<file path="config.mk">
export PLATFORM = sky130hd
export DESIGN_NAME = board_display
export DESIGN_NICKNAME = d
export VERILOG_FILES = /design/src/rtl/board_display_pkg.sv /design/src/rtl/hex_to_seg7.sv /design/src/rtl/board_display.sv
export SDC_FILE = /design/constraint.sdc
export NUM_CORES = 1
export LEC_CHECK = 0
export ABC_AREA = 1
export CAP_MARGIN = 20
export CORE_AREA = 2 2 164 102
export CTS_CLUSTER_SIZE = 20
export DETAILED_ROUTE_END_ITERATION = 8
export DIE_AREA = 0 0 166 104
export GPL_ROUTABILITY_DRIVEN = 0
export PLACE_DENSITY_LB_ADDON = 0.3
export SETUP_SLACK_MARGIN = 0.05
export SLEW_MARGIN = 30
export SYNTH_ARGS = -nofsm -noshare
export SYNTH_HDL_FRONTEND = slang
export SYNTH_SLANG_ARGS = --single-unit
</file>
<file path="constraint.sdc">
create_clock -name clk -period 3.05 [get_ports clk]
set_clock_uncertainty 0.15 [all_clocks]
set_input_delay 0.61 -clock clk [delete_from_list [all_inputs] [get_ports clk]]
set_output_delay 0.61 -clock clk [all_outputs]
set_load 0.02 [all_outputs]
</file>
<file path="src/rtl/board_display_pkg.sv">
// Shared definitions for the board front-end: debounce FSM state encodings and the
// active-low hex-to-7-segment table ({g,f,e,d,c,b,a}).
package board_display_pkg;

  typedef enum logic [2:0] {
    ST_LOCKOUT      = 3'd0,
    ST_IDLE         = 3'd1,
    ST_PRESS_WAIT   = 3'd2,
    ST_HELD         = 3'd3,
    ST_RELEASE_WAIT = 3'd4
  } db_state_e;

  localparam logic [6:0] SEG_BLANK = 7'h7F;

  localparam logic [6:0] SEG_TABLE [16] = '{
    7'b1000000, 7'b1111001, 7'b0100100, 7'b0110000,
    7'b0011001, 7'b0010010, 7'b0000010, 7'b1111000,
    7'b0000000, 7'b0010000, 7'b0001000, 7'b0000011,
    7'b1000110, 7'b0100001, 7'b0000110, 7'b0001110
  };

endpackage

</file>
<file path="src/rtl/hex_to_seg7.sv">
// Combinational nibble to active-low 7-segment decoder with a blank override.
module hex_to_seg7
  import board_display_pkg::*;
(
  input  logic [3:0] i_nibble,
  input  logic       i_blank,
  output logic [6:0] o_seg
);

  assign o_seg = i_blank ? SEG_BLANK : SEG_TABLE[i_nibble];

endmodule

</file>
<file path="src/rtl/board_display.sv">
// Board front-end: debounced single-step clock for the pipeline plus a 4-digit
// multiplexed hex display. Optional leading-zero blanking: DISPLAY_BLANK_LEADING_ZERO_EN.
module board_display
  import board_display_pkg::*;
#(
  parameter int DEBOUNCE_CYC = 1_000_000,
  parameter int SCAN_CYC     = 100_000
) (
  input  logic        clk,
  input  logic        reset,
  input  logic        step_btn,
  input  logic        sel_pc,
  input  logic        sel_hi,
  input  logic [31:0] pc_in,
  input  logic [31:0] reg_in,
  output logic        cpu_clock,
  output logic [3:0]  an,
  output logic [6:0]  seg,
  output logic        dp,
  output logic [2:0]  dbg_state,
  output logic [15:0] dbg_step_cnt
);

  localparam int DW = $clog2(DEBOUNCE_CYC + 1);
  localparam int SW = $clog2(SCAN_CYC + 1);
  // LOCKOUT counts every low sample itself; the wait states already consumed one
  // qualifying sample on entry, so they stop one count earlier.
  localparam logic [DW-1:0] DB_LAST       = DW'(DEBOUNCE_CYC - 1);
  localparam logic [DW-1:0] DB_ENTRY_LAST = DW'(DEBOUNCE_CYC - 2);
  localparam logic [SW-1:0] SC_LAST       = SW'(SCAN_CYC - 1);

  logic            r_sync1, r_sync2;
  db_state_e       r_state, w_state_nxt;
  logic [DW-1:0]   r_cnt, w_cnt_nxt;
  logic            r_cpu_clock, w_cpu_clock_nxt, w_step_inc;
  logic [15:0]     r_step_cnt;
  logic [SW-1:0]   r_scan_cnt;
  logic [1:0]      r_idx;
  logic [15:0]     r_word, w_sel_word;
  logic [3:0]      r_an;
  logic [6:0]      r_seg, w_seg;
  logic            r_dp, w_blank, w_s, w_scan_last;

  // Synchroniser resets to "pressed" so a button held through reset stays locked out.
  always_ff @(posedge clk or posedge reset) begin
    if (reset) begin
      r_sync1 <= 1'b1;
      r_sync2 <= 1'b1;
    end else begin
      r_sync1 <= step_btn;
      r_sync2 <= r_sync1;
    end
  end
  assign w_s = r_sync2;

  always_ff @(posedge clk or posedge reset) begin
    if (reset) begin
      r_state <= ST_LOCKOUT;
      r_cnt   <= '0;
    end else begin
      r_state <= w_state_nxt;
      r_cnt   <= w_cnt_nxt;
    end
  end

  always_comb begin
    w_state_nxt = r_state;
    w_cnt_nxt   = '0;
    case (r_state)
      ST_LOCKOUT: begin
        if (!w_s) begin
          if (r_cnt == DB_LAST) w_state_nxt = ST_IDLE;
          else                  w_cnt_nxt   = r_cnt + 1'b1;
        end
      end
      ST_IDLE: if (w_s) w_state_nxt = ST_PRESS_WAIT;
      ST_PRESS_WAIT: begin
        if (!w_s)                        w_state_nxt = ST_IDLE;
        else if (r_cnt == DB_ENTRY_LAST) w_state_nxt = ST_HELD;
        else                             w_cnt_nxt   = r_cnt + 1'b1;
      end
      ST_HELD: if (!w_s) w_state_nxt = ST_RELEASE_WAIT;
      ST_RELEASE_WAIT: begin
        if (w_s)                         w_state_nxt = ST_HELD;
        else if (r_cnt == DB_ENTRY_LAST) w_state_nxt = ST_IDLE;
        else                             w_cnt_nxt   = r_cnt + 1'b1;
      end
      default: w_state_nxt = ST_LOCKOUT;
    endcase
  end

  always_comb begin
    w_cpu_clock_nxt = (w_state_nxt == ST_HELD) || (w_state_nxt == ST_RELEASE_WAIT);
    w_step_inc      = (w_state_nxt == ST_HELD) &&
                      ((r_state == ST_IDLE) || (r_state == ST_PRESS_WAIT));
  end

  always_ff @(posedge clk or posedge reset) begin
    if (reset) begin
      r_cpu_clock <= 1'b0;
      r_step_cnt  <= '0;
    end else begin
      r_cpu_clock <= w_cpu_clock_nxt;
      if (w_step_inc) r_step_cnt <= r_step_cnt + 16'd1;
    end
  end

  assign w_sel_word  = sel_pc ? (sel_hi ? pc_in[31:16]  : pc_in[15:0])
                              : (sel_hi ? reg_in[31:16] : reg_in[15:0]);
  assign w_scan_last = (r_scan_cnt == SC_LAST);

  // The word is captured only at the frame boundary so one frame never mixes two values.
  always_ff @(posedge clk or posedge reset) begin
    if (reset) begin
      r_scan_cnt <= '0;
      r_idx      <= '0;
      r_word     <= '0;
    end else if (w_scan_last) begin
      r_scan_cnt <= '0;
      r_idx      <= r_idx + 2'd1;
      if (r_idx == 2'd3) r_word <= w_sel_word;
    end else begin
      r_scan_cnt <= r_scan_cnt + 1'b1;
    end
  end

`ifdef DISPLAY_BLANK_LEADING_ZERO_EN
  always_comb begin
    case (r_idx)
      2'd1:    w_blank = (r_word[15:4]  == 12'd0);
      2'd2:    w_blank = (r_word[15:8]  == 8'd0);
      2'd3:    w_blank = (r_word[15:12] == 4'd0);
      default: w_blank = 1'b0;
    endcase
  end
`else
  assign w_blank = 1'b0;
`endif

  hex_to_seg7 u_hex (
    .i_nibble (r_word[4*r_idx +: 4]),
    .i_blank  (w_blank),
    .o_seg    (w_seg)
  );

  always_ff @(posedge clk or posedge reset) begin
    if (reset) begin
      r_an  <= 4'b1111;
      r_seg <= SEG_BLANK;
      r_dp  <= 1'b1;
    end else begin
      r_an  <= ~(4'b0001 << r_idx);
      r_seg <= w_seg;
      r_dp  <= !((r_idx == 2'd0) && r_step_cnt[0]);
    end
  end

  assign cpu_clock    = r_cpu_clock;
  assign an           = r_an;
  assign seg          = r_seg;
  assign dp           = r_dp;
  assign dbg_state    = r_state;
  assign dbg_step_cnt = r_step_cnt;

endmodule

</file>
## Word-level counts from Yosys, hierarchy flattened

Memories as Yosys holds them, arrays and structs flattened. A register that Yosys moved wholly into a read port is not among the register bits.
Cells that the tools add are included.

| cells by class | value |
|---|---|
| add/subtract/negate cells | 4 |
| eq/ne operators | 10 |
| shift-type cells | 2 |
| mux-type cells | 19 |
| bitwise logic cells | 2 |
| reduce and logical (&&, ||, !) cells | 8 |

Operator list:

| cell | count |
|---|---|
| $mux 20 | 5 |
| $pmux 20 s3 | 1 |
| $mux 16 | 3 |
| $eq 20x20->1 const B | 2 |
| $mux 3 | 8 |
| $add 20x1->20 const B | 1 |
| $add 17x1->17 const B | 1 |
| $eq 17x17->1 const B | 1 |
| $mux 17 | 1 |
| $add 16x1->16 const B | 1 |
| $shiftx 16x5->4 | 1 |
| $pmux 3 s5 | 1 |
| $eq 3x2->1 const B | 3 |
| $eq 3x3->1 const B | 2 |
| $not 4->5 | 1 |
| $not 4->4 | 1 |
| $shl 1x2->4 const A | 1 |
| $eq 3x1->1 const B | 1 |
| $logic_not 3->1 | 1 |
| $add 2x1->2 const B | 1 |
| $eq 2x2->1 const B | 1 |
| $logic_and 1x1->1 | 2 |
| $logic_not 2->1 | 1 |
| $logic_or 1x1->1 | 2 |
| other kinds (2) | 2 |

| storage, ports and cells | value |
|---|---|
| register bits | 82 |
| ROM bits | 112 |
| input bits | 69 |
| output and inout bits | 32 |
| logic and storage cells | 57 |
| memories kept | 1 |

Memories:

| name | depth | width | rd ports | clocked after memory_dff | write ports | RTL line | text |
|---|---|---|---|---|---|---|---|
| (no name shown) | 16 | 7 | 1 | 1 | 0 | hex_to_seg7.sv:10 | `assign o_seg = i_blank ? SEG_BLANK : SEG_TABLE[i_nibble];` |

## Depth between registers and ports, before layout

Gate-level depths: netlist (run 1).

| logic depth | value |
|---|---|
| word-level depth | 6 |
| mapped depth | 12 |

## Modules after synthesis

From an unflattened synthesis (run 1), not the netlist that was laid out.

| second synthesis, totals | value |
|---|---|
| cells, all modules | 717 |
| area total of the unflattened synthesis | 5,377.7 um^2 |

Modules (own cells, without submodules):

| module | instances | cells each | area an instance (um^2) | seq. area each (um^2) |
|---|---|---|---|---|
| board_display | 1 | 666 | 5,084.9 | 2,244.7 |
| hex_to_seg7 | 1 | 51 | 292.8 | 0.0 |

## Worst setup path before layout (run 1)

OpenSTA, ideal clock, no wires.

| timing | value |
|---|---|
| kind | reg-to-reg |
| start | register r_idx[0] |
| end | register r_seg[0], in the netlist seg[0] |
| data arrival time | 1,801 ps |
| path slack | 1,011 ps |
| cell stages (with the launch flop) | 11 |
| buffers on the path | 1 |
| cells stage by stage | dfrtp_1 buf_2 inv_1 nand2_1 a32oi_1 inv_1 ha_1 inv_1 o21ai_0 a21oi_1 a31oi_1 |

| between the ends | value |
|---|---|
| word-level cells in the longest chain between the ends | 2 |

RTL lines:

| what | RTL line | text |
|---|---|---|
| start: declaration | board_display.sv:38 | `logic [1:0] r_idx;` |
| start signal: assignment | board_display.sv:120 | `r_idx <= r_idx + 2'd1;` |
| $shiftx 16x5->4 | board_display.sv:141 | `.i_nibble (r_word[4*r_idx +: 4]),` |
| $not 4->5 (not written as such) | hex_to_seg7.sv:10 |  |
| end: declaration | board_display.sv:41 | `logic [6:0] r_seg, w_seg;` |

Every way passes these cells.
A chain may end at the register's enable or synchronous reset.

## Worst setup path after layout (run 1)

| timing | value |
|---|---|
| start | register r_idx[0] |
| end | register r_seg[1], in the netlist seg[1] |

The elaborated chain is that of the path after synthesis.

==> metrics.txt, run 1 <==
status finished, final reports clean; maximum clock rate 431 MHz; Leak Pwr 3.23 nW; CTS Sinks 89; Initial Util 34.1%; Final Hold Viols 0; Gate Count Post-Synth 705; Pre-antenna DRT Iters 5; GR Util All Layers 15.8%; Via density 4.73; die area 17,300 sq um; max_cap viols 0; GRT overflow 0; cts hold-fix bufs 0; period utilisation layout 76.1%; Post-CTS Setup Bufs 0; share of cells above drive strength 1 10.3%; RSZ-0062 raised after global routing false; crit path launch r_idx[0]; Post-Syn Area 5390 sq um; Crit Path Class flip-flop to flip-flop; Worst setup SP type flip-flop; post-route cell area 6910 sq um; Seq/Total Area, Yosys 41.7%; DP HPWL 10,000 um; pin count of the biggest net entering global routing 68; CTS resizes 0; flop-to-flop setup slack 730 ps; CTS clk-pin slew, worst paths 70 ps; Worst R2R Start r_idx[0]; Setup Viol. Count Final 0; synth warn 0; first-pass GRT wire length 22,400 um; RR Endpoint seg[1]; synth unique cells 38; min-delay worst type flip-flop to flip-flop; Routed Antenna Nets 0; PD cells 368 nW/um^2; crit-path max FO 18; placed cell area 6590 sq um; Synth Register Bits 89; WHS 207 ps; Net Count, Synth 788; Wirelength per Cell 13.1 um; DRC 0; ant diodes 0; CTS max path bufs 2; crit path time final 2320 ps; CTS root buffer clkbuf_16; vias 4,811; Max VDD drop 0.253 mV; WP data arrival 2430 ps; Detailed Route Iter0 Violations 386; setup tns final 0 ps; actual slew at the worst max-slew pin 540 ps; Worst Setup EP seg[1]; worst r2r path cells 8; pins over their slew limit 0; Die Width 166 um; CTS buffer count 9; number of global-route vias before repair 4,443; Crit path required time 3160 ps; H-tree levels 3; antenna violations before repair 0; CTS tree yes; Worst-Skew Late Latency 340 ps; CP endpoint kind flip-flop; Post-layout nets 887; Avg Inst Size Synth 7.64 sq um; Area growth, synth to finish 28.3%; final worst slack 730 ps; Power Total 0.00255 W; Core Rows 36; pre-CTS setup slack 742 ps; Port-buffer cells 100; Core Footprint 15,800 sq um; num ports 101; Die H 104 um; Max-slew headroom 63.7%; WL final 13,300 um
==> metrics by stage <==
step	std cells	utilization (%)
6_report	1018	43.7
3_5_place_dp	1002	41.7
2_1_floorplan	705	-
3_3_place_gp	1002	41.7
5_1_grt	1018	43.7
4_1_cts	1018	43.7
==> state kept, by name (all words and copies together) (netlist names) <==
register / cells
an: 4
cpu_clock: 1
dbg_state: 3
dbg_step_cnt: 16
dp: 1
r_cnt: 20
r_idx: 2
r_scan_cnt: 17
r_sync1: 1
r_sync2: 1
r_word: 16
seg: 7
==> cells in the final DEF, fill, tap and decap left out, drive strengths merged <==
master	instances
nand3	30
o21a	1
ha	14
o22ai	1
clkdlybuf4s50	100
clkbuf	12
xor2	23
dfrtp	75
a32oi	1
and2	1
xnor2	12
a31oi	2
a21oi	15
dfstp	14
nand4	31
inv	103
o21ai	48
buf	7
nor2	123
bufinv	1
nor3	15
clkinvlp	3
nand2	151
nor4	7
clkinv	1
a21boi	1
o32ai	16
o21bai	1
==> cells by family (layout without fill, tap and decap cells) <==
logic type,Yosys count,count (layout),synth area share (%)
AND/OR/NAND/NOR,358,358,30.2
buffers and inverters,123,227,9.53
flip-flops,89,89,41.7
AO/OA/AOI/OAI,86,86,9.67
XOR/XNOR,35,35,5.69
adder cells (fa/ha/maj),14,14,3.25
==> metal layers <==
metal | track usage [%] | vias up | wire, um
met4 | 3.42 | 0 | 144
met1 | 24.2 | 2186 | 7050
li1 | - | 2468 | -
met2 | 21.6 | 143 | 5250
met5 | 0 | - | 0
met3 | 4.57 | 14 | 895
==> cell usage after synthesis <==
master      n  area share [%]
nand3_1    27             2.5
clkbuf_1    9            0.63
buf_4       1            0.14
nand3_4     1            0.33
buf_12      1            0.37
a31oi_1     2            0.23
nor2_1    114             7.9
a21boi_0    1            0.14
clkbuf_8    1            0.26
o21a_1      1            0.14
o22ai_1     1            0.12
nor2_4      2            0.42
o21ai_0    31             2.9
o32ai_1    16             2.6
nand2_4     2            0.42
a21oi_4     1            0.30
o21ai_1    17             1.6
dfrtp_1    75              35
xnor2_1    12             2.0
nor2_2      7            0.81
xor2_1     23             3.7
a21oi_2     1            0.16
o21bai_1    1            0.14
nor3_1     15             1.4
a32oi_1     1            0.16
nand3_2     2            0.37
inv_2       6            0.42
ha_1       14             3.3
and2_1      1            0.12
nand4_1    31             3.6
nor4_1      7            0.81
buf_6       2            0.42
nand2_1   126             8.8
nand2_2    23             2.7
buf_2       5            0.46
inv_1      98             6.8
a21oi_1    13             1.2
dfstp_2    14             6.8
==> final cells by class <==
| class | count | area [sq um] |
|---|---|---|
| clock buffers | 12 | 267 |
| clock inverters | 4 | 50.0 |
| fillers | 1570 | 8900 |
| inverters | 104 | 394 |
| multi-input cells | 493 | 2630 |
| flip-flops and latches | 89 | 2240 |
| well taps | 209 | 262 |
| repair buffers | 107 | 1070 |
==> worst max-delay path: stages, from the launching register on <==
cell and delay, ps:
dfrtp_1 560, inv_1 210, nand2_1 70, a32oi_1 390
inv_1 180, ha_1 320, nand2_1 50, nand2_1 70
a21boi_0 240
==> worst min path at each step <==
stage	end	slack [ps]	start	cells past startpoint
after floorplan	r_sync2	200	r_sync1	0
after global placement	r_sync2	200	r_sync1	0
after detailed placement	r_sync2	200	r_sync1	0
after CTS	r_sync2	210	r_sync1	0
after global routing	r_sync2	220	r_sync1	0
final	r_sync2	210	r_sync1	0
==> power breakdown <==
part           internal [W]  switching [W]  total (W)
Clock              0.000700       0.000461    0.00116
Sequential          0.00119     0.00000512    0.00119
Combinational      0.000106      0.0000867   0.000193
No activity file was read; power rests on OpenSTA's default activity.
==> run 2, diff against run 1 <==
- clock period: 3.05 -> 2 ns (I/O delays scaled with it)
==> run 2 against run 1 <==
Net effect:
- power increased by 51%
- global-route usage increased by 0.83 points
- worst hold slack improved by 3.4 ps
- via count increased by 6.0%
- combinational power increased by 68%
- clock power increased by 47%
- largest cell class unchanged
==> metrics.txt, run 2 (synthesis gave the netlist of run 1 again) <==
worst r2r path cells 11; Crit path required time 2090 ps; CTS root buffer clkbuf_16; Die Width 166 um; Post-layout nets 924; max reg flops 20; Port-buffer cells 100; Post-Place Cells 1,031; top flop regs r_cnt: 20 flops, r_scan_cnt: 17 flops; Top reg by flops r_cnt; CTS tree yes; H-tree levels 3; Pre-antenna DRT Iters 5; post-route cell area 7450 sq um; DP HPWL 10,600 um; die area 17,300 sq um; crit path time final 1910 ps; share of cells above drive strength 1 18.8%; DRC 0; CP endpoint kind flip-flop; Setup Viol. Count Final 0; Max VDD drop 0.395 mV; crit-path max FO 8; Area growth, synth to finish 38.3%; actual slew at the worst max-slew pin 460 ps; Final Hold Viols 0; first-pass GRT wire length 23,400 um; commonest non-fill, non-tap cell in the layout nand2_1; Core Rows 36; pin count of the biggest net entering global routing 33; GRT overflow 0; Initial Util 34.1%; Worst setup SP type flip-flop; CTS buffer count 9; RSZ-0062 raised after global routing true; CTS max path bufs 2; max_cap viols 0; vias 5,102; status finished, final reports clean; maximum clock rate 524 MHz; Leak Pwr 3.63 nW; RR Endpoint r_word[14]; PD cells 515 nW/um^2; number of global-route vias before repair 4,659; WL final 14,600 um; placed cell area 6890 sq um; Worst R2R Start r_scan_cnt[0]; antenna violations before repair 0; min-delay worst type flip-flop to flip-flop; Die H 104 um; Core Footprint 15,800 sq um; flop-to-flop setup slack 90 ps; Power Total 0.00384 W; num ports 101; ant diodes 0; Wirelength per Cell 13.8 um; CTS clk-pin slew, worst paths 70 ps; pins over their slew limit 0; Hold Path Depth 0; worst hold start r_sync1; Via density 4.84; GR Util All Layers 16.6%; cts hold-fix bufs 0; Hold Path End r_sync2; CTS Sinks 89; Post-Layout Cell Count 1,054; Worst-Skew Late Latency 350 ps; WP data arrival 2000 ps; period utilisation layout 95.4%; Routed Antenna Nets 0; Detailed Route Iter0 Violations 457; Crit Path Class flip-flop to flip-flop; highest-count cells in the layout ignoring fill and taps nand2_1, nor2_1, inv_1; Max-slew headroom 69.3%
## run 2: worst max path at each step
stage | slack (ps) | startpoint | to | cells past startpoint
2_1_floorplan | 60 | r_idx[0] | seg[0] | 10
3_3_place_gp | 20 | sel_hi | r_word[2] | 7
3_5_place_dp | 10 | sel_hi | r_word[2] | 7
4_1_cts | 40 | r_scan_cnt[0] | r_word[5] | 11
5_1_grt | -70 | r_scan_cnt[0] | r_word[14] | 11
6_report | 90 | r_scan_cnt[0] | r_word[14] | 11
## run 2: layout make-up
class                   instances  area (sq um)
clock buffers                  11           243
clock inverters                 4          52.6
repair buffers                143          1440
multi-input cells             494          2810
well taps                     209           262
flip-flops and latches         89          2240
fillers                      1534          8360
inverters                     104           395
## run 2: per-layer routing
metal / vias to the layer above / track usage [%] / part of all wire, %
met3: 14 / 3.88 / 7.0
li1: 2555 / - / -
met1: 2349 / 26.3 / 52
met2: 184 / 22.2 / 39
met4: 0 / 4.16 / 1.3
met5: - / 0 / 0
## run 2: worst max-delay path, stage by stage, from the launching register on
cell and delay (ps):
dfrtp_1 380, ha_2 210, nand2_2 70, nor2_4 120, inv_2 50, nor2_4 90
inv_2 60, nor2_4 140, nand3_4 160, clkbuf_16 230, o21ai_2 100, inv_1 60
## run 2: repair_timing
action / 4_1_cts / 5_1_grt
pin swaps: 0 / 5
setup endpoints to repair: 29 / 66
gates cloned: 0 / 4
buffers inserted: 0 / 4
resized for setup: 27 / 59
## run 2: where the power goes
group          internal, W  leakage, nW  switching, W
Sequential         0.00181         1.18    0.00000718
Combinational     0.000184         2.31      0.000141
Clock              0.00100        0.146      0.000696
Total              0.00299         3.63      0.000844
## run 2: stage by stage
step	worst slack, ps	hold WS, ps	TNS [ps]	utilization, %
after floorplan	55.5	195	0	-
after global placement	20.3	205	0	43.6
after detailed placement	13.2	202	0	43.6
after CTS	43.8	212	0	45.3
after global routing	-68.7	214	-616	47.1
final	92.2	210	0	47.1
==> run 3, diff against run 2 <==
- CORE_AREA: 2 2 164 102 -> 3 3 165 103
- CTS_CLUSTER_DIAMETER: default -> 30
- DIE_AREA: 0 0 166 104 -> 0 0 168 106
==> run 3 against run 2 <==
Net effect:
- flip-flop and latch count is the same
- register-to-register slack gained 40 ps
- count of clock-buffer cells in the layout down 2
- first-iteration DRC count down 1.1%
- sequential power about the same
- worst setup slack got worse by 7.1 ps
- cell count shrank 0.47%
- global-route usage fell by 0.91 points
- critical endpoint is now dbg_step_cnt[6]
- highest routed layer unchanged
==> metrics.txt, run 3 (synthesis gave the netlist of run 1 again) <==
WL final 14,400 um; Crit path required time 1450 ps; Initial Util 35.0%; ant diodes 0; CTS buffer count 9; Final Hold Viols 0; actual slew at the worst max-slew pin 482 ps; number of global-route vias before repair 4,524; Wirelength per Cell 13.7 um; pins over their slew limit 0; Pre-antenna DRT Iters 5; Die H 106 um; Core Footprint 15,400 sq um; Post-layout nets 924; max reg flops 20; WP data arrival 1360 ps; Max VDD drop 0.358 mV; Leak Pwr 3.57 nW; commonest non-fill, non-tap cell in the layout nand2_1; max_cap viols 0; crit path time final 1910 ps; CTS tree yes; CTS root buffer clkbuf_16; die area 17,800 sq um; pre-CTS setup slack 61.1 ps; GR Util All Layers 15.7%; crit-path max cell delay 630 ps; Worst-Skew Late Latency 340 ps; CP endpoint kind output pin; min-delay worst type flip-flop to flip-flop; top flop regs r_cnt: 20 flops, r_scan_cnt: 17 flops; status finished, final reports clean; period utilisation layout 95.7%; Top reg by flops r_cnt; Routed Antenna Nets 0; pin count of the biggest net entering global routing 90; PD cells 502 nW/um^2; first-pass GRT wire length 23,200 um; Core Rows 35; Worst setup SP type flip-flop; Via density 4.77; crit-path max FO 2; CTS Sinks 89; Post-Layout Cell Count 1,049; H-tree levels 3; Die Width 168 um; final worst slack 85.0 ps; Area growth, synth to finish 36.4%; share of cells above drive strength 1 17.0%; Port-buffer cells 100; CTS max path bufs 2; Crit Path Class flip-flop to output pin; vias 5,002; num ports 101; highest-count cells in the layout ignoring fill and taps nand2_1, nor2_1, inv_1; GRT overflow 0; Setup Viol. Count Final 0; Cell Chain, Critical Path clkdlybuf4s50_1; Max-slew headroom 67.9%; RSZ-0062 raised after global routing true; CP Buf/Inv Count 1; DRC 0; DP HPWL 10,300 um; Post-Place Cells 1,024; antenna violations before repair 0; Crit-path slowest cell clkdlybuf4s50_1; Fill cells 1,453; cell family with most CP delay buffers and inverters; CTS clk-pin slew, worst paths 70 ps; Detailed Route Iter0 Violations 452; maximum clock rate 522 MHz
-- run 3: cell types whose count changed in the layout (fill, tap and decap cells not counted), moves of 3 or more --
| cell | change |
|---|---|
| o21ai_2 | -16 |
| o21ai_1 | +14 |
| clkinvlp_4 | +3 |
| dlymetal6s2s_1 | -3 |
| nand2_1 | +3 |
| nand2_2 | -3 |
-- run 3: area by class of cell --
cell class	instances	area [sq um]	share of cell area (%)
multi-input combinational	494	2760	37.5
sequential	89	2250	30.6
timing repair buffer	143	1420	19.4
inverter	104	397	5.40
tap	203	254	3.46
clock buffer	9	225	3.07
clock inverter	7	46.3	0.630
-- run 3: worst paths after layout --
check | slack [ps] | from | cells past startpoint | end
setup / recovery | 90 | dbg_step_cnt[6] | 1 | dbg_step_cnt[6]
hold / removal | 210 | r_sync1 | 0 | r_sync2
setup reg to reg | 130 | r_cnt[1] | 10 | dbg_step_cnt[1]
hold reg to reg | 210 | r_sync1 | 0 | r_sync2
max in group asynchronous | 920 | reset | 3 | an[3]
min in group asynchronous | 360 | reset | 3 | r_cnt[18]
-- run 3: power breakdown --
group	switching, W	internal, W	total (W)	leakage [nW]
clock	0.000728	0.000840	0.00157	0.128
sequential	0.00000840	0.00181	0.00182	1.18
combinational	0.000129	0.000175	0.000304	2.27
total	0.000866	0.00282	0.00369	3.57
-- run 3: per-layer routing --
| metal | routed length [um] | track usage, % | vias up |
|---|---|---|---|
| met2 | 5730 | 20.1 | 125 |
| met5 | 0 | 0 | - |
| met1 | 7800 | 26.4 | 2330 |
| met3 | 746 | 2.94 | 8 |
| met4 | 85 | 3.15 | 0 |
| li1 | - | - | 2539 |
-- run 3: timing repair --
| item | in CTS | in global routing |
|---|---|---|
| pin swaps | 0 | 11 |
| cloned | 0 | 4 |
| hold buffers | 0 | 0 |
| endpoints found under the setup margin | 29 | 60 |
| buffers inserted | 0 | 5 |
| resized for setup | 29 | 39 |
-- run 3: per-stage QoR --
stage | area [sq um] | hold WS (ps) | power, W | util [%] | setup TNS [ps]
5_1_grt | 7350 | 210 | 0.00384 | 47.8 | -50.7
3_5_place_dp | 6850 | 198 | 0.00216 | 44.6 | 0
6_report | 7350 | 207 | 0.00369 | 47.8 | 0
4_1_cts | 7090 | 208 | 0.00374 | 46.1 | 0
2_1_floorplan | 5400 | 195 | 0.00197 | - | 0
3_3_place_gp | 6850 | 197 | 0.00215 | 44.6 | 0
